File: config.mk
export PLATFORM = sky130hd
export DESIGN_NAME = idft_post_scale
export DESIGN_NICKNAME = d
export VERILOG_FILES = /design/src/rtl/idft_post_scale_pkg.sv /design/src/rtl/idft_post_scale_scale.sv /design/src/rtl/idft_post_scale.sv
export SDC_FILE = /design/constraint.sdc
export NUM_CORES = 1
export LEC_CHECK = 0
export ABC_CLOCK_PERIOD_IN_PS = 3000
export CORE_UTILIZATION = 45
export DETAILED_ROUTE_END_ITERATION = 7
export GPL_TIMING_DRIVEN = 0
export PLACE_DENSITY = 0.81
export SLEW_MARGIN = 25
export SYNTH_ARGS = -nofsm -noshare
export SYNTH_HDL_FRONTEND = slang
export SYNTH_SLANG_ARGS = --single-unit
File: constraint.sdc
create_clock -name clk -period 3 [get_ports clk]
set_clock_uncertainty 0.15 [all_clocks]
set_input_delay 0.9 -clock clk [delete_from_list [all_inputs] [get_ports clk]]
set_output_delay 0.9 -clock clk [all_outputs]
set_load 0.03 [all_outputs]
File: src/rtl/idft_post_scale_pkg.sv
// Shared constants and types for the inverse-DFT output scaler.
// IEEE-754 single field positions and the complex sample bundle.
package idft_post_scale_pkg;

    localparam int          FP_SIGN     = 31;
    localparam int          FP_EXP_MSB  = 30;
    localparam int          FP_EXP_LSB  = 23;
    localparam logic [7:0]  FP_EXP_MAX  = 8'hFF;
    localparam logic [31:0] FP_POS_ZERO = 32'h0;

    typedef struct packed {
        logic [31:0] re;
        logic [31:0] im;
    } cplx_t;

endpackage

File: src/rtl/idft_post_scale_scale.sv
// Multiply one IEEE-754 single by 2^-LOG2N via exponent decrement.
// Denormals and results below the normal range flush to +0.
module fp_pow2_scale
    import idft_post_scale_pkg::*;
#(
    parameter int LOG2N = 3
) (
    input  logic [31:0] word_i,
    output logic [31:0] word_o,
    output logic        udf_o
);

    localparam logic [7:0] SHIFT = 8'(LOG2N);

    logic [7:0] exp_w;

    assign exp_w = word_i[FP_EXP_MSB:FP_EXP_LSB];

    always_comb begin
        word_o = word_i;
        udf_o  = 1'b0;
        if (exp_w == 8'h00) begin
            word_o = FP_POS_ZERO;
            udf_o  = |word_i[FP_EXP_LSB-1:0];
        end else if (exp_w != FP_EXP_MAX) begin
            if (exp_w <= SHIFT) begin
                word_o = FP_POS_ZERO;
                udf_o  = 1'b1;
            end else begin
                word_o[FP_EXP_MSB:FP_EXP_LSB] = exp_w - SHIFT;
            end
        end
    end

endmodule

File: src/rtl/idft_post_scale.sv
// Inverse-DFT output stage: conjugate and 1/N scale of forward bins.
// Two-stage valid/ready pipeline with bin counting and sticky errors.
module idft_post_scale
    import idft_post_scale_pkg::*;
#(
    parameter int LOG2N = 3
) (
    input  logic             clk,
    input  logic             rst_n,
    input  logic             in_valid,
    output logic             in_ready,
    input  logic [31:0]      in_re,
    input  logic [31:0]      in_im,
    input  logic             in_last,
    output logic             out_valid,
    input  logic             out_ready,
    output logic [31:0]      out_re,
    output logic [31:0]      out_im,
    output logic             out_last,
    output logic [LOG2N-1:0] out_idx,
    output logic             frame_err,
    output logic             udf_err,
    input  logic             clr_err
);

    localparam logic [LOG2N-1:0] LAST_IDX = '1;

    logic             s1_valid_q, s1_valid_d;
    cplx_t            s1_data_q, s1_data_d;
    logic             s1_last_q, s1_last_d;
    logic [LOG2N-1:0] s1_idx_q, s1_idx_d;

    logic             s2_valid_q, s2_valid_d;
    cplx_t            s2_data_q, s2_data_d;
    logic             s2_last_q, s2_last_d;
    logic [LOG2N-1:0] s2_idx_q, s2_idx_d;

    logic [LOG2N-1:0] cnt_q, cnt_d;
    logic             ferr_q, ferr_d;
    logic             uerr_q, uerr_d;

    logic        s2_free, s1_move, in_fire, at_end;
    logic        udf_re, udf_im;
    logic [31:0] scl_re, scl_im;
    cplx_t       conj_w;

    fp_pow2_scale #(.LOG2N(LOG2N)) u_scale_re (
        .word_i (in_re),
        .word_o (scl_re),
        .udf_o  (udf_re)
    );

    fp_pow2_scale #(.LOG2N(LOG2N)) u_scale_im (
        .word_i (in_im),
        .word_o (scl_im),
        .udf_o  (udf_im)
    );

    assign s2_free  = !s2_valid_q || out_ready;
    assign s1_move  = s1_valid_q && s2_free;
    assign in_ready = rst_n && (!s1_valid_q || s2_free);
    assign in_fire  = in_valid && in_ready;
    assign at_end   = (cnt_q == LAST_IDX);

    // Zero magnitudes always leave as +0, so the sign flip skips them.
    always_comb begin
        conj_w.re = scl_re;
        conj_w.im = {~scl_im[FP_SIGN], scl_im[FP_SIGN-1:0]};
        if (scl_re[FP_SIGN-1:0] == 31'h0)
            conj_w.re = FP_POS_ZERO;
        if (scl_im[FP_SIGN-1:0] == 31'h0)
            conj_w.im = FP_POS_ZERO;
    end

    always_comb begin
        s1_valid_d = s1_valid_q;
        s1_data_d  = s1_data_q;
        s1_last_d  = s1_last_q;
        s1_idx_d   = s1_idx_q;
        s2_valid_d = s2_valid_q;
        s2_data_d  = s2_data_q;
        s2_last_d  = s2_last_q;
        s2_idx_d   = s2_idx_q;
        cnt_d      = cnt_q;
        ferr_d     = ferr_q && !clr_err;
        uerr_d     = uerr_q && !clr_err;

        if (s1_move)
            s1_valid_d = 1'b0;
        if (in_fire) begin
            s1_valid_d = 1'b1;
            s1_data_d  = conj_w;
            s1_last_d  = in_last;
            s1_idx_d   = cnt_q;
            cnt_d      = (in_last || at_end) ? '0 : cnt_q + 1'b1;
            if (in_last != at_end)
                ferr_d = 1'b1;
            if (udf_re || udf_im)
                uerr_d = 1'b1;
        end

        if (s2_free) begin
            s2_valid_d = s1_valid_q;
            if (s1_valid_q) begin
                s2_data_d = s1_data_q;
                s2_last_d = s1_last_q;
                s2_idx_d  = s1_idx_q;
            end
        end
    end

    always_ff @(posedge clk) begin
        if (!rst_n) begin
            s1_valid_q <= 1'b0;
            s1_data_q  <= '0;
            s1_last_q  <= 1'b0;
            s1_idx_q   <= '0;
            s2_valid_q <= 1'b0;
            s2_data_q  <= '0;
            s2_last_q  <= 1'b0;
            s2_idx_q   <= '0;
            cnt_q      <= '0;
            ferr_q     <= 1'b0;
            uerr_q     <= 1'b0;
        end else begin
            s1_valid_q <= s1_valid_d;
            s1_data_q  <= s1_data_d;
            s1_last_q  <= s1_last_d;
            s1_idx_q   <= s1_idx_d;
            s2_valid_q <= s2_valid_d;
            s2_data_q  <= s2_data_d;
            s2_last_q  <= s2_last_d;
            s2_idx_q   <= s2_idx_d;
            cnt_q      <= cnt_d;
            ferr_q     <= ferr_d;
            uerr_q     <= uerr_d;
        end
    end

    assign out_valid = s2_valid_q;
    assign out_re    = s2_data_q.re;
    assign out_im    = s2_data_q.im;
    assign out_last  = s2_last_q;
    assign out_idx   = s2_idx_q;
    assign frame_err = ferr_q;
    assign udf_err   = uerr_q;

endmodule

==> results of run 1 <==
==> placed cells by master, fill, tap and decap left out, types with 4 or more instances in the layout <==
master and count:
a21boi_0 73, a21oi_1 10, a22o_1 9, a22oi_1 46
buf_1 4, buf_6 4, bufinv_16 4, clkbuf_1 34
clkbuf_16 18, clkbuf_8 5, clkdlybuf4s50_1 138, dfxtp_1 143
ha_1 7, inv_1 9, nand2_1 155, nand2b_1 6
nand3_1 15, nor2_1 7, nor2b_1 53, nor3_1 11
nor4_1 11, o21ai_0 9, xnor2_1 4, xor2_1 6
==> area by class of cell <==
| class | count | area [µm²] |
|---|---|---|
| fill | 1013 | 4160 |
| sequential | 143 | 2860 |
| multi-input combinational | 451 | 2660 |
| timing repair buffer | 142 | 1420 |
| clock buffer | 23 | 488 |
| buffer | 45 | 228 |
| tap | 168 | 210 |
| clock inverter | 9 | 154 |
| inverter | 9 | 33.8 |
==> power by group through the flow <==
stage | sequential (µW) | clock [µW] | combinational (µW)
after floorplan | 2080 | 0 | 217
after global placement | 2050 | 0 | 463
after detailed placement | 2050 | 0 | 477
after CTS | 2010 | 2270 | 490
after global routing | 2020 | 2360 | 530
final | 2010 | 2250 | 492
==> flip-flops by register name (all words and copies together), names as in the netlist <==
name        count
frame_err       1
out_last        1
out_re         32
out_im         32
out_idx         3
udf_err         1
s1_valid_q      1
cnt_q           3
s1_data_q      64
out_valid       1
s1_last_q       1
s1_idx_q        3
==> worst max-delay path, cell delays in order <==
cell	delay, ps
clkdlybuf4s50_1	430
nand3b_1	220
and2_2	240
buf_6	140
==> cell usage after synthesis (4+ instances only) <==
library cell  count
xnor2_1           4
nor2b_1          53
ha_1              7
o21ai_0           9
a22oi_1          46
nor3_1           11
a21oi_1          10
dfxtp_1         143
a22o_1            9
clkbuf_1         37
nor2_1            7
nand2_1         155
inv_1             9
nor4_1           11
a21boi_0         73
xor2_1            6
nand3_1          15
nand2b_1          6
==> layer usage <==
metal  wire, µm  share of wire  global-route usage
met1       6820           0.42               0.305
met2       7970           0.49               0.426
met3        814          0.050              0.0538
met4        582          0.036               0.137
met5          0              0                   0
==> worst max path at each step <==
stage               from       endpoint  slack (ps)  cells after the start
2_1_floorplan      rst_n       in_ready           7                      4
3_3_place_gp       rst_n       in_ready       -1720                      6
3_5_place_dp       rst_n       in_ready       -1750                      6
4_1_cts        out_ready       in_ready          30                      4
5_1_grt        in_im[25]  s1_data_q[13]         -20                      7
6_report       out_ready       in_ready          10                      4
==> kinds of logic after synthesis <==
logic type | Yosys count
and+or+nand+nor | 276
AOI/OAI and AO/OA | 158
buffers and inverters | 55
adders and majority gates | 7
DFF | 143
xor gates and xnor gates | 10
==> metrics by stage <==
| step | hold WS (ps) | TNS (ps) | instances | instance area (µm²) |
|---|---|---|---|---|
| 2_1_floorplan | 280 | 0 | 649 | 5750 |
| 5_1_grt | 322 | -24.2 | 990 | 8060 |
| 4_1_cts | 313 | 0 | 990 | 8040 |
| 3_5_place_dp | 301 | -14660 | 957 | 7360 |
| 3_3_place_gp | 294 | -9490 | 957 | 7360 |
| 6_report | 309 | 0 | 990 | 8060 |
==> what timing repair did <==
action,in CTS,in global routing
hold buffers,0,0
buffers inserted,2,0
gates resized for setup,15,5
setup endpoints to repair,1,25
==> out/summary.txt, run 1 <==
Worst-Skew Late Latency -> 410 ps
Starting Density -> 0.470
vias in the first global route -> 5258
Slew HR -> 0.580
slew of the pin with the lowest slew margin -> 630 ps
share of layout cells above drive strength 1 -> 0.0584
syn nets -> 726
pre-CTS setup slack -> -1750 ps
drt first pass iters -> 5
GRT Util Overall -> 0.254
nets@finish -> 886
Ys Warns -> 0
Hold Path Class -> reg -> reg
worst setup path class -> in -> out
switching share of total power -> 0.226
#FFs+latches synth -> 143
Ant. Diodes -> 0
IO Port Bufs -> 140
dpl hpwl -> 11800 µm
routed wire length per instance -> 16.3 µm
final wirelength -> 16200 µm
RSZ-0062 raised after global routing -> true
P per Cell Area -> 590 nW/µm²
r2r setup slk -> 830 ps
initial antenna violation count -> 0
Final Hold Fails -> 0
Congestion Overflow GR -> 0
Comb pwr share -> 0.104
first-pass GRT wire length -> 25700 µm
crit start category -> input pin
Max Root-Sink Buffers -> 2
CTS H-tree depth -> 4
critical path endpoint category -> primary output
detailed-route via count -> 5294
max cap viols -> 0
core area -> 12200 µm²
Finish-stage setup viols -> 0
Power Total -> 4750 µW
Chip Height -> 115 µm
status -> completed
Crit Path Max Fanout -> 4
main combinational cell family by area after synthesis -> simple AND/OR/NAND/NOR gates
Die ar. -> 13200 µm²
ys async rst share -> 0
Slew Limit Fails -> 0
number of flops mapped to enable cells by yosys -> 0
Clk pwr share -> 0.474
sequential-to-total area share from yosys stat -> 0.498
Avg Synthesized Cell Area -> 8.85 µm²
I/O pin cnt -> 142
Simple-Gate Fraction of Synth Area -> 0.229
Placer Congestion -> 0.857
post-synth top area share -> 0.498
DRC violations left -> 0
Pleak -> 0.00281 µW
Fmax achieved -> 335 MHz
Synth Cell Area -> 5750 µm²
Post-synth top flop -> dfxtp_1
post-layout util -> 0.660
TritonCTS Buffers -> 17
worst min-delay path startpoint -> out_re[7]
Cell Rows -> 40
NetSw -> 1080 µW
initial drt markers -> 432
CTS tree -> yes
area leader, netlist -> dfxtp_1
die width -> 115 µm
via-per-instance ratio -> 5.35
R2R cell count -> 7
maximum VDD drop -> 0.000336 V
Post-Synthesis Cells -> 649
Crit path arrival time -> 1940 ps
root buf cell -> clkbuf_16
Reg power frac -> 0.423
post-route antenna net violation count -> 0
area growth from synthesis to layout -> 40.2%
Adder-Cell Fraction of Synth Area -> 0.0152
Tcrit/Tclk final -> 0.996
clock slew at reported path FFs -> 50 ps
Synth Area in Compound Gates -> 0.202
CTS sink count -> 143
Worst EP required -> 1950 ps
Worst Hold Path Cells -> 2
Area contributors post-synth -> dfxtp_1 50%, nand2_1 10%, a21boi_0 9.5%
post-synthesis xor/xnor area fraction -> 0.0152
final worst slack -> 13.3 ps
post-synthesis mux area share -> 0
min cycle time layout -> 2990 ps
count of cell types in the netlist -> 40
P_int -> 3680 µW
end of the worst hold path -> out_re[7]
largest net degree at the start of global routing -> 19
Worst R2R Start -> out_valid
reg2reg end -> out_re[8]
(Power assumes the default switching activity.)
==> run 2: changes to the inputs <==
Settings changed: PLACE_DENSITY 0.81 to 0.82.
==> run 2 against run 1 <==
Net effect: largest power group unchanged; critical path type unchanged; die area unchanged; final area shrank 0.45%; flip-flop and latch count unchanged; setup slack gained 89 ps; utilization down 0.30 points.
==> out/summary.txt, run 2 (synthesis gave the netlist of run 1 again) <==
status -> completed (unchanged)
Congestion Overflow GR -> 0 (unchanged)
vias in the first global route -> 5221 (was 5258)
DRC violations left -> 0 (unchanged)
pre-CTS setup slack -> -1720 ps (was -1750 ps)
nets@finish -> 885 (was 886)
GRT Util Overall -> 0.254 (about the same)
Crit path arrival time -> 1850 ps (was 1940 ps)
area growth from synthesis to layout -> 39.6% (was 40.2%)
critical path endpoint category -> primary output (unchanged)
Pleak -> 0.00280 µW (was 0.00281 µW)
root buf cell -> clkbuf_16 (unchanged)
Fmax achieved -> 345 MHz (was 335 MHz)
IO Port Bufs -> 140 (unchanged)
Crit Path Max Fanout -> 19 (was 4)
Starting Density -> 0.470 (unchanged)
Slew HR -> 0.567 (was 0.580)
Hold Path Class -> reg -> reg (unchanged)
detailed-route via count -> 5326 (was 5294)
Finish-stage setup viols -> 0 (unchanged)
TritonCTS Buffers -> 17 (unchanged)
most frequent cells in the layout -> 155 x nand2_1, 143 x dfxtp_1, 137 x clkdlybuf4s50_1 (was 155 x nand2_1, 143 x dfxtp_1, 138 x clkdlybuf4s50_1)
worst setup path class -> in -> out (unchanged)
Placer Congestion -> 0.846 (was 0.857)
post-route antenna net violation count -> 0 (unchanged)
largest net degree at the start of global routing -> 20 (was 19)
initial drt markers -> 414 (was 432)
I/O pin cnt -> 142 (unchanged)
drt first pass iters -> 5 (unchanged)
Chip Height -> 115 µm (unchanged)
Largest Register -> s1_data_q (unchanged)
Multi-input gate area -> 2660 µm² (about the same)
sequential cell area -> 2860 µm² (unchanged)
core area -> 12200 µm² (unchanged)
Slew Limit Fails -> 0 (unchanged)
worst min-delay path startpoint -> s1_idx_q[2] (was out_re[7])
Worst EP required -> 1950 ps (about the same)
Max Root-Sink Buffers -> 2 (unchanged)
share of layout cells above drive strength 1 -> 0.0585 (was 0.0584)
Hold WS -> 307 ps (was 309 ps)
crit start category -> input pin (unchanged)
initial antenna violation count -> 1 (was 0)
Worst-Skew Late Latency -> 430 ps (was 410 ps)
CTS tree -> yes (unchanged)
first-pass GRT wire length -> 25700 µm (about the same)
min cycle time layout -> 2900 ps (was 2990 ps)
die width -> 115 µm (unchanged)
Die ar. -> 13200 µm² (unchanged)
crit path from -> rst_n (was out_ready)
Final Hold Fails -> 0 (unchanged)
slew of the pin with the lowest slew margin -> 650 ps (was 630 ps)
maximum VDD drop -> 0.000353 V (was 0.000336 V)
via-per-instance ratio -> 5.38 (was 5.35)
CTS hold repair buffers -> 0 (unchanged)
P per Cell Area -> 584 nW/µm² (was 590 nW/µm²)
clock slew at reported path FFs -> 60 ps (was 50 ps)
routed wire length per instance -> 16.3 µm (about the same)
final worst slack -> 103 ps (was 13.3 ps)
Tcrit/Tclk final -> 0.966 (was 0.996)
CTS H-tree depth -> 4 (unchanged)
CTS sink count -> 143 (unchanged)
filler instances -> 993 (was 1013)
most common library cell in the layout ignoring fill and taps -> nand2_1 (unchanged)
RSZ-0062 raised after global routing -> false (was true)
Cell Rows -> 40 (unchanged)
dpl hpwl -> 11600 µm (was 11800 µm)
Worst R2R Start -> s1_valid_q (was out_valid)
max reg flops -> 64 (unchanged)
final wirelength -> 16200 µm (about the same)
max cap viols -> 0 (unchanged)
run 2: changes by cell type in the layout (fill, tap and decap cells not counted), sizes merged:
cell / previous run / this run
buf: 13 / 11
clkdlybuf4s50: 138 / 137
clkinv: 2 / 5
bufinv: 4 / 3
clkbuf: 58 / 56
diode: 0 / 1
dlymetal6s2s: 0 / 1
inv: 10 / 11
run 2: worst paths after layout:
path / slack (ps) / to / cells after the start
worst max register to register: 740 / s1_data_q[9] / 6
worst min register to register: 310 / s1_idx_q[2] / 2
worst min-delay path: 310 / s1_idx_q[2] / 2
worst max-delay path: 100 / in_ready / 5
run 2: timing repair:
| item | 4_1_cts | 5_1_grt |
|---|---|---|
| resized for setup | 14 | 5 |
| pin swaps | 0 | 1 |
| endpoints found under the setup margin | 1 | 11 |
| endpoints found under the hold margin | 0 | 0 |
| buffers inserted | 1 | 0 |
run 2: layout make-up:
| type | count | share of cell area |
|---|---|---|
| antenna | 1 | 0.000312 |
| clock buffer | 20 | 0.0570 |
| buffer | 45 | 0.0284 |
| multi-input combinational | 451 | 0.332 |
| timing repair buffer | 141 | 0.176 |
| sequential | 143 | 0.357 |
| tap | 168 | 0.0262 |
| clock inverter | 12 | 0.0198 |
| inverter | 9 | 0.00421 |
run 2: routing by layer:
| layer | routed length [µm] | vias up | part of all wire | global-route usage |
|---|---|---|---|---|
| met5 | 0 | - | 0 | 0 |
| met4 | 524 | 0 | 0.032 | 0.125 |
| met3 | 884 | 43 | 0.055 | 0.0606 |
| met2 | 7910 | 210 | 0.49 | 0.428 |
| met1 | 6850 | 2524 | 0.42 | 0.304 |
| li1 | - | 2549 | - | - |
run 2: power by group:
group | leakage, µW | switching [µW] | internal [µW] | total [µW]
clock network | 0.000297 | 823 | 1360 | 2180
logic | 0.00134 | 262 | 227 | 490
registers | 0.00116 | 41.1 | 1970 | 2010
total | 0.00280 | 1130 | 3550 | 4680
run 2: critical path, stage by stage:
cell and delay, ps:
dlygate4sd2_1 270, clkbuf_8 160, clkbuf_16 180, and2_4 160
buf_4 160
run 2: per-stage QoR:
step | cells | area (µm²) | util | TNS (ps) | total power, µW
2_1_floorplan | 649 | 5750 | - | 0 | 2290
3_3_place_gp | 957 | 7360 | 0.603 | -8170 | 2510
3_5_place_dp | 957 | 7360 | 0.603 | -12270 | 2520
4_1_cts | 989 | 8010 | 0.656 | 0 | 4690
5_1_grt | 990 | 8020 | 0.657 | 0 | 4830
6_report | 990 | 8020 | 0.657 | 0 | 4680
==> run 3: changes to the inputs <==
Settings changed: TNS_END_PERCENT set to 20.
==> results of run 3 <==
Same layout as run 2: the final DEF is identical, and so are final timing and power.
